$ cat src/rtl/uart_rx.sv
// 8-bit UART receiver: start, 8 data bits LSB first, parity, stop.
// Presents each byte with a one-cycle valid strobe plus parity/framing error flags.
module uart_rx #(
    parameter int unsigned CLK_FREQ  = 50,
    parameter int unsigned UART_BPS  = 9600,
    parameter int unsigned CHECK_SEL = 1
) (
    input  logic       clk_i,
    input  logic       rst_n_i,
    input  logic       u_rx_i,
    output logic [7:0] rx_data_o,
    output logic       rx_valid_o,
    output logic       rx_parity_err_o,
    output logic       rx_frame_err_o,
    output logic       rx_busy_o
);

    localparam int unsigned BPS_DR   = CLK_FREQ * 1000000 / UART_BPS;
    localparam logic [15:0] CNT_LAST = 16'(BPS_DR - 1);
    localparam logic [15:0] CNT_MID  = 16'(BPS_DR / 2 - 1);

    typedef enum logic [2:0] {
        S_IDLE,
        S_START,
        S_DATA,
        S_PARITY,
        S_STOP
    } state_t;

    state_t      state_q, state_d;
    logic        sync1_q, sync2_q, edge_q;
    logic [15:0] cnt_q, cnt_d;
    logic [2:0]  idx_q, idx_d;
    logic [7:0]  shift_q, shift_d;
    logic        par_q, par_d;
    logic [7:0]  data_q, data_d;
    logic        valid_q, valid_d;
    logic        perr_q, perr_d;
    logic        ferr_q, ferr_d;
    logic        fall, mid, bit_rx, exp_par;

    always_ff @(posedge clk_i or negedge rst_n_i) begin
        if (!rst_n_i) begin
            sync1_q <= 1'b1;
            sync2_q <= 1'b1;
            edge_q  <= 1'b1;
        end else begin
            sync1_q <= u_rx_i;
            sync2_q <= sync1_q;
            edge_q  <= sync2_q;
        end
    end

    // edge_q must have seen the line high, so a held-low line never re-arms
    assign fall    = edge_q & ~sync2_q;
    assign bit_rx  = sync2_q;
    assign mid     = (cnt_q == CNT_MID);
    assign exp_par = (CHECK_SEL != 0) ? ~(^shift_q) : (^shift_q);

    always_ff @(posedge clk_i or negedge rst_n_i) begin
        if (!rst_n_i) begin
            state_q <= S_IDLE;
            cnt_q   <= '0;
            idx_q   <= '0;
            shift_q <= '0;
            par_q   <= 1'b0;
            data_q  <= '0;
            valid_q <= 1'b0;
            perr_q  <= 1'b0;
            ferr_q  <= 1'b0;
        end else begin
            state_q <= state_d;
            cnt_q   <= cnt_d;
            idx_q   <= idx_d;
            shift_q <= shift_d;
            par_q   <= par_d;
            data_q  <= data_d;
            valid_q <= valid_d;
            perr_q  <= perr_d;
            ferr_q  <= ferr_d;
        end
    end

    always_comb begin
        state_d = state_q;
        cnt_d   = (cnt_q == CNT_LAST) ? '0 : cnt_q + 16'd1;
        idx_d   = idx_q;
        shift_d = shift_q;
        par_d   = par_q;
        data_d  = data_q;
        valid_d = 1'b0;
        perr_d  = perr_q;
        ferr_d  = ferr_q;
        case (state_q)
            S_IDLE: begin
                cnt_d = '0;
                if (fall) state_d = S_START;
            end
            S_START: begin
                if (mid) begin
                    if (bit_rx) begin
                        state_d = S_IDLE;
                    end else begin
                        state_d = S_DATA;
                        idx_d   = '0;
                    end
                end
            end
            S_DATA: begin
                if (mid) begin
                    shift_d[idx_q] = bit_rx;
                    if (idx_q == 3'd7) state_d = S_PARITY;
                    else               idx_d   = idx_q + 3'd1;
                end
            end
            S_PARITY: begin
                if (mid) begin
                    par_d   = bit_rx;
                    state_d = S_STOP;
                end
            end
            S_STOP: begin
                // Leaving at mid-stop gives half a bit of slack for the next start edge
                if (mid) begin
                    state_d = S_IDLE;
                    data_d  = shift_q;
                    perr_d  = (par_q != exp_par);
                    ferr_d  = ~bit_rx;
                    valid_d = 1'b1;
                end
            end
            default: state_d = S_IDLE;
        endcase
    end

    assign rx_data_o       = data_q;
    assign rx_valid_o      = valid_q;
    assign rx_parity_err_o = perr_q;
    assign rx_frame_err_o  = ferr_q;
    assign rx_busy_o       = (state_q != S_IDLE);

endmodule

$ cat config.mk
export PLATFORM = sky130hd
export DESIGN_NAME = uart_rx
export DESIGN_NICKNAME = d
export VERILOG_FILES = /design/src/rtl/uart_rx.sv
export SDC_FILE = /design/constraint.sdc
export NUM_CORES = 1
export LEC_CHECK = 0
export BUFFER_PORTS_ARGS = -buffer_cell sky130_fd_sc_hd__buf_2
export CORE_MARGIN = 3
export CORE_UTILIZATION = 55
export CTS_BUF_LIST = sky130_fd_sc_hd__clkbuf_4 sky130_fd_sc_hd__clkbuf_8 sky130_fd_sc_hd__clkbuf_16
export DETAILED_ROUTE_END_ITERATION = 6
export HOLD_SLACK_MARGIN = 0.06
export PLACE_DENSITY_LB_ADDON = 0.05
export SETUP_SLACK_MARGIN = 0.02
export SYNTH_ARGS = -nofsm -noshare
export SYNTH_HDL_FRONTEND = slang
export SYNTH_SLANG_ARGS = --single-unit
$ cat constraint.sdc
create_clock -name clk_i -period 2.2 [get_ports clk_i]
set_input_delay 0.55 -clock clk_i [delete_from_list [all_inputs] [get_ports clk_i]]
set_output_delay 0.55 -clock clk_i [all_outputs]
set_load 0.1 [all_outputs]
* Word level (Yosys, flattened, before mapping)
Index checks and enable logic that the tools add are counted.
** Storage, ports and cells
- Bits in registers :: 45
- Bits of input ports :: 3
- Output and inout bits :: 12
** Cells by class
- Add/subtract/negate cells :: 2
- $lt $le $gt $ge :: 2
- Eq/ne operators :: 16
- Mux-type cells :: 20
- Bitwise gates (word level) :: 3
- Reduce and logical (&&, ||, !) cells :: 10
** Operators with widths (count)
- $mux 16 :: 2
- $mux 3 :: 10
- $add 16x1->16 const B :: 1
- $eq 16x12->1 const B :: 1
- $eq 16x13->1 const B :: 1
- $ne 2x2->1 const B :: 8
- $pmux 3 s5 :: 1
- $bwmux 8 :: 1
- $reduce_xor 8->1 :: 1
- $eq 3x2->1 const B :: 2
- $eq 3x3->1 const B :: 2
- $pmux 3 s2 :: 1
- $reduce_and 2->1 :: 3
- $reduce_and 6->1 :: 1
- $reduce_and 5->1 :: 1
- $lt 3x4->1 const B :: 1
- $add 3x1->3 const B :: 1
- $demux 1 s3 :: 1
- $eq 3x1->1 const B :: 1
- $ge 3x1->1 const B :: 1
- $logic_not 3->1 :: 1
- $mux 1 :: 3
- $reduce_bool 3->1 :: 1
- $mux 2 :: 1
- other kinds (5) :: 6

* Logic depth before layout (Yosys ltp)
- Word-level depth :: 5
- Gate-level depth with buffers :: 6
- Mapped depth without buffers :: 6

* Worst setup path before layout
No wires, ideal clock.
- Path type :: reg2reg
- Start point :: register state_q[0]
- End point :: register cnt_q[10]
- Arrival :: 2.040 ns
- Slack :: 0.039 ns
- Cell stages (with the launch flop) :: 7
- Cell sequence :: dfrtp_1 clkbuf_1 nor2_1 nand2_1 o21ai_1 buf_2 nor2_1
** Between the ends
- Word-level cells in the longest chain between the ends :: 2
** RTL lines
- from (decl) :: RTL line 30 : state_t state_q, state_d;
- from (signal assigned) :: RTL line 72 : state_q <= state_d;
- $logic_not 3->1 :: RTL line 94 : case (state_q)
- $mux 16 :: RTL line 94
- net cnt_d[10] :: RTL line 32 : logic [15:0] cnt_q, cnt_d;
- to (signal assigned) :: RTL line 73 : cnt_q <= cnt_d;
- to (decl) :: RTL line 32
The timed path passes the listed nets, and every way through them passes these cells.
A chain may end at the register's enable or synchronous reset.

* Final worst setup path
- Start point :: register state_q[1]
- End point :: output port rx_busy_o
** Between the ends
- Word-level cells in the longest chain between the ends :: 1
** RTL lines
- $reduce_bool 3->1 :: RTL line 140 : assign rx_busy_o = (state_q != S_IDLE);
- to (decl) :: RTL line 15 : output logic rx_busy_o
Every way passes these cells.

==> results.yml <==
synthesis:
  avgSynthCellArea_um2: 11.4
  ys_warn_count: 0
  synth_edf_count: 0
  netlist_instances: 189
  synth_nets: 195
  synthDistinctLibCells: 44
  synth_top_flop_cell: "dfrtp_1"
  ys_seq_elements: 45
  ys_seq_area_share_pct: 52.6
  synth_top_cell_area_share_pct: 48.9
  synth_async_sr_flop_share_pct: 100
  synth.area.top_cells: "dfrtp_1 49%, mux2_2 8.9%, dfstp_2 3.7%"
  yosys.area.top_type: "dfrtp_1"
  netlist_area_um2: 2150
clock_tree:
  cts_buffer_depth: 2
  root_buffer: "clkbuf_8"
  worstSkewPairLatency_ps: 300
  ctsHoldBuffers: 0
  path_clk_slew_ps: 80
  htreeDepth: 2
  cts_setup_buffers: 0
  tritoncts: "yes"
  cts_repair_resize_count: 0
  cts_buffers: 5
  cts.sinks: 45
worst_setup_path:
  crit_chain: "nor2_1 -> nand2_1 -> buf_2"
  crit_fanout: 8
  critPathKind: "reg -> out"
  critical_path_required_ps: 1650
  end_kind: "output pin"
  critPathArrivalTime_ps: 1470
  worst_r2r_endpoint: "idx_q[0]"
  path_buf_inv: 1
  cp_slowest_stage_delay_ps: 490
  cp_slowest_cell: "dfrtp_1"
  r2r_setup_slack_ps: 240
  r2r_cells: 5
  path_delay_family: "flip-flops"
  r2r-start: "cnt_q[0]"
  startpoint_type: "flip-flop"
placement:
  dp_hpwl_um: 2930
  dpl_cell_area_um2: 2270
  gp_congestion: 0.876
  portBuffers: 14
  dp_slack_ps: 268
  place_inst: 248
floorplanning:
  start_util_pct: 57.8
  ios: 15
  die_area_um2: 4690
  coreArea_um2: 3720
  die_height_um: 68.5
  die_width_um: 68.5
  rows: 22
power_and_ir_drop:
  p_sw_mw: 0.472
  ir_worst_vdd_mv: 0.492
  p_seq_share_pct: 59.3
  swShare_pct: 28.0
  powerDensity_nw_per_um2: 715
  clockPowerShare_pct: 29.7
  p_comb_share_pct: 11.0
  power.internal_mw: 1.22
  p_leak_nw: 1.15
timing:
  fin_crit_sh_pct: 91.8
  setup_violations: 0
  relSlewSlack_pct: 50.5
  hold_viol: 0
  finalCriticalPeriod_ps: 2020
  tightestPinTransition_ps: 743
  holdWs_ps: 306
  tns_ps: 0
  finClkSkew_ps: 6.86
  rsz0062_at_grt: "false"
  timing.final.ws_setup_ps: 181
  fmax_mhz: 495
  maxSlewViolCount: 0
drt:
  drc_errors: 0
  viasPerCell: 5.86
  dr_total_vias: 1499
  postRouteAntennaNets: 0
  drt-initial-drc-count: 127
  wl_per_cell_um: 15.8
  routed_wl_um: 4040
  dr.pass1.iters: 4
final_layout:
  layout_commonest_cell: "dfrtp_1"
  drive_above_1_share_pct: 26.4
  layout.cells.non_filler: 256
  final_cell_area_um2: 2360
  nets: 213
  areaGrowthSynthToFinish_pct: 9.90
  antenna_cells: 0
  fillers: 312
  final_cell_mix: "42 x dfrtp_1, 17 x mux2_2, 15 x nor2_1"
global_routing:
  grt_max_degree: 36
  antenna_found_initial: 0
  grt_pass1_vias: 1396
  grt.overflow.total: 0
  grtUsageTotal_pct: 20.2
  grt_pass1_wl_um: 6970
worst_hold_path:
  hold_class: "in -> async"
job:
  maxCapViolCount: 0
status:
  outcome: "complete, no violations"
layout make-up:
cell class              instances  area, µm²  area share (%)
repair buffers                 20        115            4.88
multi-input cells             131        955            40.4
clock buffers                   6       76.3            3.23
well taps                      48       60.1            2.54
clock inverters                 2       10.0           0.424
flip-flops and latches         45       1130            47.9
inverters                       4       15.0           0.636
power by group through the flow:
stage                     combinational (mW)  sequential, mW  clock (mW)
after floorplan                        0.167           0.970           0
after global placement                 0.183            1.01           0
after detailed placement               0.189            1.01           0
after CTS                              0.189           0.997       0.517
after global routing                   0.223            1.01       0.560
final                                  0.186            1.00       0.501
layer usage:
layer	track usage (%)	share of wire [%]	vias up
met4	4.47	0.84	0
met5	0	0	-
li1	-	-	711
met3	5.67	4.1	4
met2	27.2	44	31
met1	31.9	51	753
worst reg2reg max path, cell delays in order (launching register included):
cell and delay [ps]:
dfrtp_1 390, ha_1 260, and4bb_2 270, nand4_2 190, or3_1 450, mux2_2 280
logic make-up (layout without fill, tap and decap cells):
group	count (synthesis)	in the layout	synth area share (%)
xor+xnor	17	17	7.57
flops	45	45	52.6
fa+ha+maj	3	3	1.75
buf+inv	13	32	2.97
compound gates	23	23	6.12
simple gates	70	70	19.6
mux	18	18	9.43
metrics by stage:
| stage | power [mW] | util [%] |
|---|---|---|
| final | 1.69 | 63.5 |
| after CTS | 1.70 | 63.5 |
| after detailed placement | 1.20 | 61.2 |
| after global routing | 1.80 | 63.5 |
| after floorplan | 1.14 | - |
| after global placement | 1.19 | 61.2 |
how the worst max path moves through the flow:
| stage | from | endpoint | slack [ps] | cells after the start |
|---|---|---|---|---|
| after floorplan | state_q[0] | cnt_q[10] | 40 | 6 |
| after global placement | cnt_q[0] | shift_q[5] | 300 | 5 |
| after detailed placement | cnt_q[0] | idx_q[0] | 270 | 5 |
| after CTS | state_q[0] | rx_busy_o | 180 | 3 |
| after global routing | state_q[0] | rx_busy_o | 90 | 3 |
| final | state_q[1] | rx_busy_o | 180 | 3 |
sequential cells by signal, indices dropped and copies added, names as in the netlist:
signal	cells
rx_valid_o	1
sync1_q	1
rx_frame_err_o	1
shift_q	8
rx_data_o	8
cnt_q	16
idx_q	3
state_q	3
par_q	1
bit_rx	1
rx_parity_err_o	1
edge_q	1
synth_stat cells, drive strengths merged, types with 3 or more instances:
cell    count
nand3      10
a21oi       7
nor3        5
dfstp       3
xor2        8
nand4b      3
mux2       18
or3         4
nand2       9
ha          3
inv         4
buf         4
xnor2       8
dfrtp      42
nand4       8
o21ai      10
nor2       15
clkbuf      5
and4        3
No activity file was read; power rests on OpenSTA's default activity.
